`config.mk`:
```
export PLATFORM = sky130hd
export DESIGN_NAME = ps2_kbd_fifo
export DESIGN_NICKNAME = d
export VERILOG_FILES = /design/src/rtl/ps2_kbd_fifo.sv
export SDC_FILE = /design/constraint.sdc
export NUM_CORES = 1
export LEC_CHECK = 0
export CAP_MARGIN = 10
export CORE_MARGIN = 2
export CORE_UTILIZATION = 60
export DETAILED_ROUTE_END_ITERATION = 16
export GPL_ROUTABILITY_DRIVEN = 0
export PLACE_DENSITY = 0.78
export SYNTH_ARGS = -nofsm -noshare
export SYNTH_HDL_FRONTEND = slang
export SYNTH_SLANG_ARGS = --single-unit
export TNS_END_PERCENT = 5
```
`constraint.sdc`:
```
create_clock -name clock -period 2.8 [get_ports clock]
set_input_delay 0.42 -clock clock [delete_from_list [all_inputs] [get_ports clock]]
set_output_delay 0.42 -clock clock [all_outputs]
set_load 0.1 [all_outputs]
```
`src/rtl/ps2_kbd_fifo.sv`:
```
// PS/2 keyboard receiver: decodes frames into {released, extended, code} events queued in a FWFT FIFO.
// Optional modifier tracking (alt/ctrl/shift) is compiled in when KBD_MODS_EN is defined.
module ps2_kbd_fifo #(
    parameter int CLK_HZ     = 25000000,
    parameter int TIMEOUT_MS = 20,
    parameter int DEPTH      = 8
) (
    input  logic       clock,
    input  logic       reset,
    input  logic       ps_clock,
    input  logic       ps_data,
    input  logic       rd,
    output logic [9:0] dout,
    output logic       empty,
    output logic       full,
    output logic       overflow,
    output logic       error,
    output logic [2:0] mods
);
    localparam int AW        = $clog2(DEPTH);
    localparam int TMO_LIMIT = CLK_HZ / 1000 * TIMEOUT_MS;
    localparam int TMO_W     = $clog2(TMO_LIMIT + 1);
    localparam logic [TMO_W-1:0] TMO_LAST = TMO_W'(TMO_LIMIT - 1);

    typedef enum logic {IDLE, RECV} state_t;
    state_t state, state_nxt;

    logic [2:0]       ck_sync;
    logic [1:0]       dt_sync;
    logic             fall, bit_in;
    logic [3:0]       bit_cnt;
    logic [TMO_W-1:0] tmo_cnt;
    logic [8:0]       shreg;
    logic [9:0]       frame_word;
    logic             frame_done, frame_ok, timeout;
    logic             released, extended;
    logic             ev_vld;
    logic [9:0]       ev_dat;

    // ck_sync[2] is the previous synchronised sample, used only for edge detection
    assign fall   = ck_sync[2] & ~ck_sync[1];
    assign bit_in = dt_sync[1];

    always_comb begin
        state_nxt  = state;
        frame_done = 1'b0;
        timeout    = 1'b0;
        frame_word = {bit_in, shreg};
        frame_ok   = (^frame_word[8:0]) & frame_word[9];
        case (state)
            IDLE: if (fall && !bit_in) state_nxt = RECV;
            RECV: begin
                if (fall && bit_cnt == 4'd9) begin
                    frame_done = 1'b1;
                    state_nxt  = IDLE;
                end else if (tmo_cnt == TMO_LAST) begin
                    timeout   = 1'b1;
                    state_nxt = IDLE;
                end
            end
            default: state_nxt = IDLE;
        endcase
    end

    always_ff @(posedge clock or posedge reset) begin
        if (reset) begin
            ck_sync  <= 3'b111;
            dt_sync  <= 2'b11;
            state    <= IDLE;
            bit_cnt  <= '0;
            tmo_cnt  <= '0;
            shreg    <= '0;
            released <= 1'b0;
            extended <= 1'b0;
            ev_vld   <= 1'b0;
            ev_dat   <= '0;
            error    <= 1'b0;
        end else begin
            ck_sync <= {ck_sync[1:0], ps_clock};
            dt_sync <= {dt_sync[0], ps_data};
            state   <= state_nxt;
            ev_vld  <= 1'b0;
            error   <= 1'b0;
            if (state == IDLE) begin
                bit_cnt <= '0;
                tmo_cnt <= '0;
            end else begin
                tmo_cnt <= tmo_cnt + 1'b1;
                if (fall) begin
                    shreg   <= {bit_in, shreg[8:1]};
                    bit_cnt <= bit_cnt + 1'b1;
                end
            end
            if (frame_done) begin
                if (!frame_ok) begin
                    error    <= 1'b1;
                    released <= 1'b0;
                    extended <= 1'b0;
                end else if (frame_word[7:0] == 8'hF0) begin
                    released <= 1'b1;
                end else if (frame_word[7:0] == 8'hE0) begin
                    extended <= 1'b1;
                end else begin
                    ev_vld   <= 1'b1;
                    ev_dat   <= {released, extended, frame_word[7:0]};
                    released <= 1'b0;
                    extended <= 1'b0;
                end
            end else if (timeout) begin
                error    <= 1'b1;
                released <= 1'b0;
                extended <= 1'b0;
            end
        end
    end

    logic [9:0]  mem [DEPTH];
    logic [AW-1:0] wptr, rptr;
    logic [AW:0]   count;
    logic [9:0]  last_dout;
    logic        push, pop;

    assign pop   = rd && !empty;
    assign push  = ev_vld && (!full || pop);
    assign empty = (count == '0);
    assign full  = (count == (AW+1)'(DEPTH));
    // last_dout keeps the most recently popped head visible once the FIFO drains
    assign dout  = empty ? last_dout : mem[rptr];

    always_ff @(posedge clock) begin
        if (push) mem[wptr] <= ev_dat;
    end

    always_ff @(posedge clock or posedge reset) begin
        if (reset) begin
            wptr      <= '0;
            rptr      <= '0;
            count     <= '0;
            last_dout <= '0;
            overflow  <= 1'b0;
        end else begin
            overflow <= ev_vld && full && !pop;
            if (push) wptr <= wptr + 1'b1;
            if (pop) begin
                rptr      <= rptr + 1'b1;
                last_dout <= mem[rptr];
            end
            case ({push, pop})
                2'b10:   count <= count + 1'b1;
                2'b01:   count <= count - 1'b1;
                default: count <= count;
            endcase
        end
    end

`ifdef KBD_MODS_EN
    logic [2:0] mods_r;
    always_ff @(posedge clock or posedge reset) begin
        if (reset) begin
            mods_r <= 3'b000;
        end else if (ev_vld) begin
            case (ev_dat[7:0])
                8'h12, 8'h59: mods_r[0] <= ~ev_dat[9];
                8'h14:        mods_r[1] <= ~ev_dat[9];
                8'h11:        mods_r[2] <= ~ev_dat[9];
                default:      mods_r    <= mods_r;
            endcase
        end
    end
    assign mods = mods_r;
`else
    assign mods = 3'b000;
`endif

endmodule

```
## Word level (Yosys, flattened, before mapping)

Memory sizes are Yosys's and may differ from the RTL's.
Index checks and enable logic that the tools add are counted.

| cells by class | value |
|---|---|
| add/subtract/negate cells | 6 |
| eq/ne operators | 10 |
| multiplexer cells | 32 |
| bitwise logic cells | 6 |
| reductions and logical operators | 19 |

Operator list:

| operator | number |
|---|---|
| two-way mux 1 bit | 26 |
| adder 19 x 1 -> 19 bit, second input constant | 1 |
| equality test 19 bit, second input constant | 1 |
| two-way mux 19 bit | 1 |
| equality test 8 bit, second input constant | 2 |
| two-way mux 10 bit | 1 |
| parity 9 bit | 1 |
| adder 4 x 1 -> 4 bit, second input constant | 2 |
| equality test 4 bit, second input constant | 2 |
| two-way mux 4 bit | 2 |
| one-hot mux 4 bit (2 select lines) | 1 |
| adder 3 x 1 -> 3 bit, second input constant | 2 |
| logical AND 1 bit | 6 |
| AND reduction 2 bit | 3 |
| logical NOT 1 bit | 4 |
| logical NOT 4 bit | 1 |
| != test 4 bit, second input constant | 1 |
| inverter 1 bit | 4 |
| AND reduction 4 bit | 1 |
| nonzero test 2 bit | 2 |
| subtractor 4 x 1 -> 4 bit, second input constant | 1 |
| != test 3 bit, second input constant | 1 |
| AND 1 bit | 2 |
| equality test 2 x 1 -> 1 bit, second input constant | 1 |
| other kinds (4) | 4 |

| word-level totals | value |
|---|---|
| register bits after elaboration | 73 |
| bits in writable memories | 80 |
| input port bits | 5 |
| output and inout port bits | 17 |
| word-level logic and storage cells | 90 |
| memories | 1 |

Memories:

| name | words | width | rd ports | clocked after memory_dff | write ports | line | source |
|---|---|---|---|---|---|---|---|
| mem | 8 | 10 | 1 | 0 | 1 | 117 | `logic [9:0] mem [DEPTH];` |

## Logic depth before layout (Yosys ltp)

Gate-level depths: netlist of run 1.

| depth | value |
|---|---|
| word-level depth | 7 |
| mapped depth | 9 |
| depth with buffers taken out | 8 |

## Least setup slack after synthesis of run 1

OpenSTA, ideal clock, no wires.

| timing path | value |
|---|---|
| kind | flip-flop to output port |
| start point | register count[0] |
| end point | output port dout[0] |
| arrival time | 2744 ps |
| data required time | 2380 ps |
| slack | -364 ps |
| cell stages (with the launch flop) | 5 |
| buffers on the path | 2 |
| cells stage by stage | dfrtp_1 or4_1 buf_2 clkbuf_1 a21oi_1 |

| between the ends | value |
|---|---|
| word-level cells in the longest chain between the ends | 2 |

RTL lines:

| element | line | source |
|---|---|---|
| start, declared | 119 | `logic [AW:0] count;` |
| start signal, assigned | 149 | `2'b10: count <= count + 1'b1;` |
| start signal, assigned | 150 | `2'b01: count <= count - 1'b1;` |
| start signal, assigned | 151 | `default: count <= count;` |
| logical NOT 4 bit | 125 | `assign empty = (count == '0);` |
| two-way mux 10 bit | 128 | `assign dout = empty ? last_dout : mem[rptr];` |
| end, declared | 13 | `output logic [9:0] dout,` |

No other way between the ends.

## Final worst setup path of run 1

| timing path | value |
|---|---|
| start point | register rptr[0] |
| end point | output port dout[7] |

| between the ends | value |
|---|---|
| word-level cells in the longest chain between the ends | 2 |

RTL lines:

| element | line | source |
|---|---|---|
| start, declared | 118 | `logic [AW-1:0] wptr, rptr;` |
| start signal, assigned | 145 | `rptr <= rptr + 1'b1;` |
| memory read (8 x 10 bit) | n/a |  |
| two-way mux 10 bit | 128 |  |

No other way between the ends.

==> results of run 1 <==
[layout by cell type, fill, tap and decap left out, types with 2 or more instances in the layout]
cell / instances
sky130_fd_sc_hd__a21oi_1: 13
sky130_fd_sc_hd__and3_1: 6
sky130_fd_sc_hd__conb_1: 3
sky130_fd_sc_hd__inv_1: 11
sky130_fd_sc_hd__clkinv_2: 2
sky130_fd_sc_hd__mux2_2: 16
sky130_fd_sc_hd__clkinv_1: 2
sky130_fd_sc_hd__nand3_1: 11
sky130_fd_sc_hd__xnor2_1: 13
sky130_fd_sc_hd__buf_12: 13
sky130_fd_sc_hd__nor3_1: 7
sky130_fd_sc_hd__clkdlybuf4s50_1: 4
sky130_fd_sc_hd__nand4_1: 5
sky130_fd_sc_hd__clkinvlp_4: 6
sky130_fd_sc_hd__nand2_1: 32
sky130_fd_sc_hd__buf_4: 19
sky130_fd_sc_hd__nor4_2: 2
sky130_fd_sc_hd__nor2b_1: 3
sky130_fd_sc_hd__dfstp_2: 5
sky130_fd_sc_hd__or3_1: 2
sky130_fd_sc_hd__nor2_1: 42
sky130_fd_sc_hd__o21ai_0: 19
sky130_fd_sc_hd__nor3b_1: 2
sky130_fd_sc_hd__mux4_2: 20
sky130_fd_sc_hd__ha_1: 11
sky130_fd_sc_hd__xor2_1: 14
sky130_fd_sc_hd__mux2i_2: 5
sky130_fd_sc_hd__edfxtp_1: 80
sky130_fd_sc_hd__mux2i_1: 6
sky130_fd_sc_hd__clkbuf_16: 17
sky130_fd_sc_hd__and2_1: 3
sky130_fd_sc_hd__clkbuf_8: 3
sky130_fd_sc_hd__nand2b_1: 2
sky130_fd_sc_hd__dfrtp_1: 67
[layout make-up]
type | instances | share of cell area
Multi-Input combinational cell | 255 | 0.270
Inverter | 12 | 0.00602
Clock buffer | 20 | 0.0595
Clock inverter | 12 | 0.0135
Sequential cell | 153 | 0.566
Timing Repair Buffer | 37 | 0.0625
Tap cell | 136 | 0.0227
[layer usage]
layer / wire, µm / part of all wire
met3: 588 / 0.052
met1: 4790 / 0.42
met5: 0 / 0
met2: 5790 / 0.51
met4: 229 / 0.020
[critical path, delay by kind of cell, from the launching register on]
kind | cells | cell delay [ns]
muxes | 2 | 0.77
DFF | 1 | 0.45
buffers and inverters | 2 | 0.36
AOI/OAI and AO/OA | 1 | 0.16
[sequential cells by signal, indices dropped and copies added, names as in the netlist]
name and flops:
ev_vld 1, state 1, error 1, wptr 3
ev_dat 10, dt_sync 2, overflow 1, bit_cnt 4
count 4, last_dout 10, ck_sync 3, rptr 3
released 1, mem 80, tmo_cnt 19, extended 1
shreg 9
[worst paths after layout]
check | slack (ns) | to | startpoint | depth (start not counted)
max | 0.11 | dout[7] | rptr[0] | 5
min in group clock | 0.30 | dt_sync[0] | ps_data | 1
max reg2reg | 0.57 | ev_dat[0] | shreg[4] | 7
max in group asynchronous | 2.15 | dt_sync[1] | reset | 3
min reg2reg | 0.36 | dt_sync[1] | dt_sync[0] | 0
min | 0.29 | count[0] | reset | 3
[report_power, final]
part | leakage [nW] | switching, W | internal (W)
clock network | 0.250 | 0.000865 | 0.00122
logic | 1.05 | 0.00147 | 0.00106
registers | 1.68 | 0.000267 | 0.00259
[timing repair]
| action | CTS | global route |
|---|---|---|
| hold buffers | 0 | 0 |
| gates cloned | 0 | 1 |
| endpoints found under the setup margin | 5 | 5 |
| gates resized for setup | 3 | 3 |
| setup buffers | 0 | 2 |
[cell families after synthesis]
kind of cell,count (synthesis),synth area share
DFF,153,0.666
and+or+nand+nor,126,0.0966
muxes,48,0.119
AOI/OAI and AO/OA,39,0.0340
buffers and inverters,31,0.0218
xor gates and xnor gates,28,0.0407
adders and majority gates,11,0.0216
other,1,0.000590
[stage by stage]
step	instances	total power [W]
after floorplan	439	0.00461
after global placement	590	0.00527
after detailed placement	590	0.00535
after CTS	622	0.00746
after global routing	625	0.00782
final	625	0.00747
==> reports/results.md, run 1 <==
## Min path
- worst hold path class: input port to asynchronous set/reset pin

## Timing
- clock skew: 0.0109 ns
- setup violation total in the final timing report: 0
- worst slew pin tran: 0.792 ns
- hold slack final: 0.295 ns
- Max-Slew Margin vs Limit: 0.472
- ratio of final minimum period to clock period: 0.960
- total count of hold-check failures in the final report: 0
- total negative slack: 0 ns
- achievable frequency: 0.372 GHz
- minimum clock period after layout: 2.69 ns
- Final WS setup: 0.111 ns
- number of pins with negative max-slew slack in the final report: 0
- setup repair after global routing missed its margin: no

## Detailed routing
- Total Routed Length: 11400 µm
- detail-routed via count per cell: 5.67
- routed vias: 3546
- Detail Route Antenna Nets: 0
- initial detailed-routing violation count: 226
- post-detailed-route DRC marker count: 0
- detailed-route wire length per cell: 18.2 µm
- number of iterations in the first detailed-routing pass: 5

## Final layout
- total area of multi-input combinational cells: 2020 µm²
- total area of sequential cells: 4240 µm²
- ant diodes: 0
- share of the core filled with cells in the final layout: 0.725
- fill cell total of the finished layout: 634
- net total in the final layout: 492
- Area growth, synth to finish: 17.7%
- final design area excluding fillers: 7490 µm²
- layout cell share with drive strength beyond 1: 0.239

## Global routing
- met1 Usage GRT: 0.277
- busiest grt layer: met2
- initial antenna violation count: 0
- met3 global-route usage: 0.0608
- global router's overall resource usage: 0.220
- total congestion overflow: 0
- global-route wire length before repair: 18600 µm
- met2 Usage GRT: 0.361
- maximum number of pins on one net before global-route repair: 74
- vias in the first global route: 3721

## Logic synthesis
- flip-flop and latch count after synthesis: 153
- top cell type's share of synthesized area: 0.378
- most frequent cell after synthesis: sky130_fd_sc_hd__edfxtp_1
- fraction of registers with async set/reset: 0.477
- predominant post-synthesis flop cell: sky130_fd_sc_hd__edfxtp_1
- cell types occupying the most area after synthesis: sky130_fd_sc_hd__edfxtp_1 38%, sky130_fd_sc_hd__dfrtp_1 27%, sky130_fd_sc_hd__mux4_2 7.1%
- most numerous cell types in the synthesized netlist: 80 x sky130_fd_sc_hd__edfxtp_1, 68 x sky130_fd_sc_hd__dfrtp_1, 42 x sky130_fd_sc_hd__nor2_1, 32 x sky130_fd_sc_hd__nand2_1, 20 x sky130_fd_sc_hd__mux4_2
- number of instances in the synthesized netlist: 437
- number of distinct standard cells referenced by the synthesized netlist: 46
- Synth area leader: sky130_fd_sc_hd__edfxtp_1
- Synth Cell Area: 6360 µm²
- synth warn: 0
- sequential fraction of the synthesis area: 0.666
- Avg Cell Area, Syn: 14.6 µm²
- number of enable-type register cells in the synthesized netlist: 80

## CTS
- later-pin clock latency in the skew report: 0.52 ns
- CTS Buffer Depth: 2
- count of H-tree levels built during CTS: 4
- TritonCTS clock tree: yes
- number of buffers added by the clock tree synthesis step: 17
- Root Buffer: sky130_fd_sc_hd__clkbuf_8
- total clock sinks: 153
- clock transition time at the flip-flop clock pins of the worst setup and hold paths: 0.06 ns

## Worst setup path
- Arr. time, crit path: 2.27 ns
- cells traversed along the worst timing path: buf_12, mux4_2, mux2i_2, a21oi_1, buf_12
- type of origin of the critical path: flip-flop
- dominant cell type by count on the critical path: sky130_fd_sc_hd__buf_12
- Critical Path End Type: output pin
- CP required: 2.38 ns
- highest fanout seen on the critical path: 10
- Slowest Stage Delay on Critical Path: 0.53 ns
- Critical Path Slowest Stage Cell: sky130_fd_sc_hd__mux4_2
- Setup Crit Path Kind: flip-flop to output pin

## Pwr
- Pwr per Cell Area: 998 nW/µm²
- worst voltage drop across the vdd grid: 820 µV
- Static Leak: 2.98 nW

## Place
- half-perimeter wire length of the detailed placement result: 7120 µm
- PortBufs: 18
- Setup WS pre-CTS: 0.529 ns
- instance area at placement: 6880 µm²

## Die
- width of the die: 107 µm
- total die area: 11400 µm²
- vertical die dimension: 107 µm
- row cnt: 37
- Initial Util: 0.616
- number of top-level pins: 22
- Placeable Area: 10300 µm²

## Outcome
- outcome: complete, no violations

## Flow run
- number of maximum-capacitance violations: 0

(Power assumes the default switching activity.)
==> inputs of run 2 (changes only) <==
Settings changed: PLACE_DENSITY 0.78 to 0.75.
==> run 2 against run 1 <==
Compared with the run above: worst hold slack got worse by 0.042 ns; combinational power fell by 2%; final cell count fell by 0.64%; largest cell class unchanged.
==> reports/results.md, run 2 (synthesis results as in run 1) <==
## Timing
- setup repair after global routing missed its margin: no
- ratio of final minimum period to clock period: 0.959
- total count of hold-check failures in the final report: 0
- minimum clock period after layout: 2.69 ns
- achievable frequency: 0.372 GHz
- clock skew: 0.00815 ns
- Final WS setup: 0.115 ns
- setup violation total in the final timing report: 0
- number of pins with negative max-slew slack in the final report: 0
- Max-Slew Margin vs Limit: 0.450
- worst slew pin tran: 0.825 ns
- total negative slack: 0 ns

## Pwr
- worst voltage drop across the vdd grid: 830 µV
- Static Leak: 2.97 nW
- Pwr per Cell Area: 1000 nW/µm²

## Detailed routing
- routed wl met2: 6040 µm
- number of iterations in the first detailed-routing pass: 4
- post-detailed-route DRC marker count: 0
- wire length on met3: 524 µm
- detailed-route wire length per cell: 18.6 µm
- initial detailed-routing violation count: 279
- Total Routed Length: 11500 µm
- routed vias: 3609
- met1 wire length: 4830 µm
- detail-routed via count per cell: 5.81
- Detail Route Antenna Nets: 0
- uppermost layer routed: met4

## Place
- PortBufs: 18
- placed instance count: 589
- Setup WS pre-CTS: 0.399 ns
- half-perimeter wire length of the detailed placement result: 7090 µm

## Final layout
- number of flip-flops in the largest register: 80
- top register by number of flip-flops: mem
- commonest cells after routing, fill and taps aside: 80 x sky130_fd_sc_hd__edfxtp_1, 68 x sky130_fd_sc_hd__dfrtp_1, 42 x sky130_fd_sc_hd__nor2_1, 32 x sky130_fd_sc_hd__nand2_1, 20 x sky130_fd_sc_hd__mux4_2
- share of the core filled with cells in the final layout: 0.720
- Area growth, synth to finish: 16.9%
- ant diodes: 0
- layout cell share with drive strength beyond 1: 0.229
- net total in the final layout: 488
- largest registers ranked by flip-flop count: mem x80, tmo_cnt x19
- most common cell after layout, fill and taps aside: sky130_fd_sc_hd__edfxtp_1
- final cell count without fillers: 621

## Global routing
- maximum number of pins on one net before global-route repair: 53
- global router's overall resource usage: 0.227
- initial antenna violation count: 0
- vias in the first global route: 3756
- total congestion overflow: 0
- global-route wire length before repair: 19000 µm

## Die
- Placeable Area: 10300 µm²
- vertical die dimension: 107 µm
- number of top-level pins: 22
- total die area: 11400 µm²
- Initial Util: 0.616
- width of the die: 107 µm
- row cnt: 37

## Worst setup path
- type of origin of the critical path: flip-flop
- Setup Crit Path Kind: flip-flop to output pin
- worst-case reg-to-reg path depth: 7
- Critical Path End Type: output pin
- CP required: 2.38 ns
- Arr. time, crit path: 2.27 ns
- highest fanout seen on the critical path: 22

## CTS
- CTS Buffer Depth: 2
- clock transition time at the flip-flop clock pins of the worst setup and hold paths: 0.06 ns
- total clock sinks: 153
- quantity of hold-fixing buffers added after cts: 0
- count of H-tree levels built during CTS: 4
- number of setup buffers added after CTS: 0
- number of buffers added by the clock tree synthesis step: 17
- Root Buffer: sky130_fd_sc_hd__clkbuf_8
- later-pin clock latency in the skew report: 0.53 ns
- TritonCTS clock tree: yes

## Outcome
- outcome: complete, no violations

## Flow run
- number of maximum-capacitance violations: 0

## Min path
- worst hold path class: input port to asynchronous set/reset pin

## run 2: cell count changes in the layout (fill, tap and decap cells not counted), moves of 2 or more
cell / change
sky130_fd_sc_hd__clkinv_1: -2
sky130_fd_sc_hd__clkinvlp_4: -5
sky130_fd_sc_hd__clkbuf_1: +4
sky130_fd_sc_hd__buf_4: -3
sky130_fd_sc_hd__inv_4: +2
## run 2: final timing paths
kind | end | slack, ns | startpoint
min in group clock | ck_sync[0] | 0.29 | ps_clock
setup reg to reg | ev_dat[4] | 0.57 | shreg[4]
max in group asynchronous | dt_sync[1] | 1.85 | reset
hold reg to reg | dt_sync[1] | 0.36 | dt_sync[0]
hold / removal | wptr[0] | 0.25 | reset
setup / recovery | dout[7] | 0.11 | rptr[0]
## run 2: stage by stage
step	cell area, µm²	hold slack [ns]	power [W]
6_report	7440	0.253	0.00745
2_1_floorplan	6370	0.345	0.00461
3_3_place_gp	6870	0.346	0.00527
5_1_grt	7440	0.267	0.00777
4_1_cts	7420	0.248	0.00747
3_5_place_dp	6870	0.350	0.00536
## run 2: layer usage
metal,vias to the layer above,track usage
met1,1844,0.282
li1,1657,-
met3,12,0.0565
met5,-,0
met4,0,0.0909
met2,96,0.384
## run 2: where the power goes
group          leakage [nW]  internal [W]  total (W)  switching [W]
sequential             1.68       0.00259    0.00285       0.000262
combinational          1.03       0.00102    0.00250        0.00148
clock                 0.267       0.00125    0.00211       0.000860
## run 2: critical path, cell delays in order (launching register included)
cell and delay (ns):
sky130_fd_sc_hd__dfrtp_1 0.37, sky130_fd_sc_hd__buf_12 0.22, sky130_fd_sc_hd__mux4_2 0.53, sky130_fd_sc_hd__mux2i_1 0.26, sky130_fd_sc_hd__a21oi_1 0.16, sky130_fd_sc_hd__buf_12 0.19
## run 2: cell type report
class / count / area [µm²]
Fill cell: 632 / 2890
Sequential cell: 153 / 4240
Inverter: 12 / 45.0
Multi-Input combinational cell: 255 / 2020
Tap cell: 136 / 170
Clock buffer: 25 / 474
Timing Repair Buffer: 33 / 420
Clock inverter: 7 / 68.8
## run 2: timing repair
item,CTS,global route
pin swaps,0,0
resized for setup,1,5
endpoints found under the setup margin,10,5
cloned,0,0
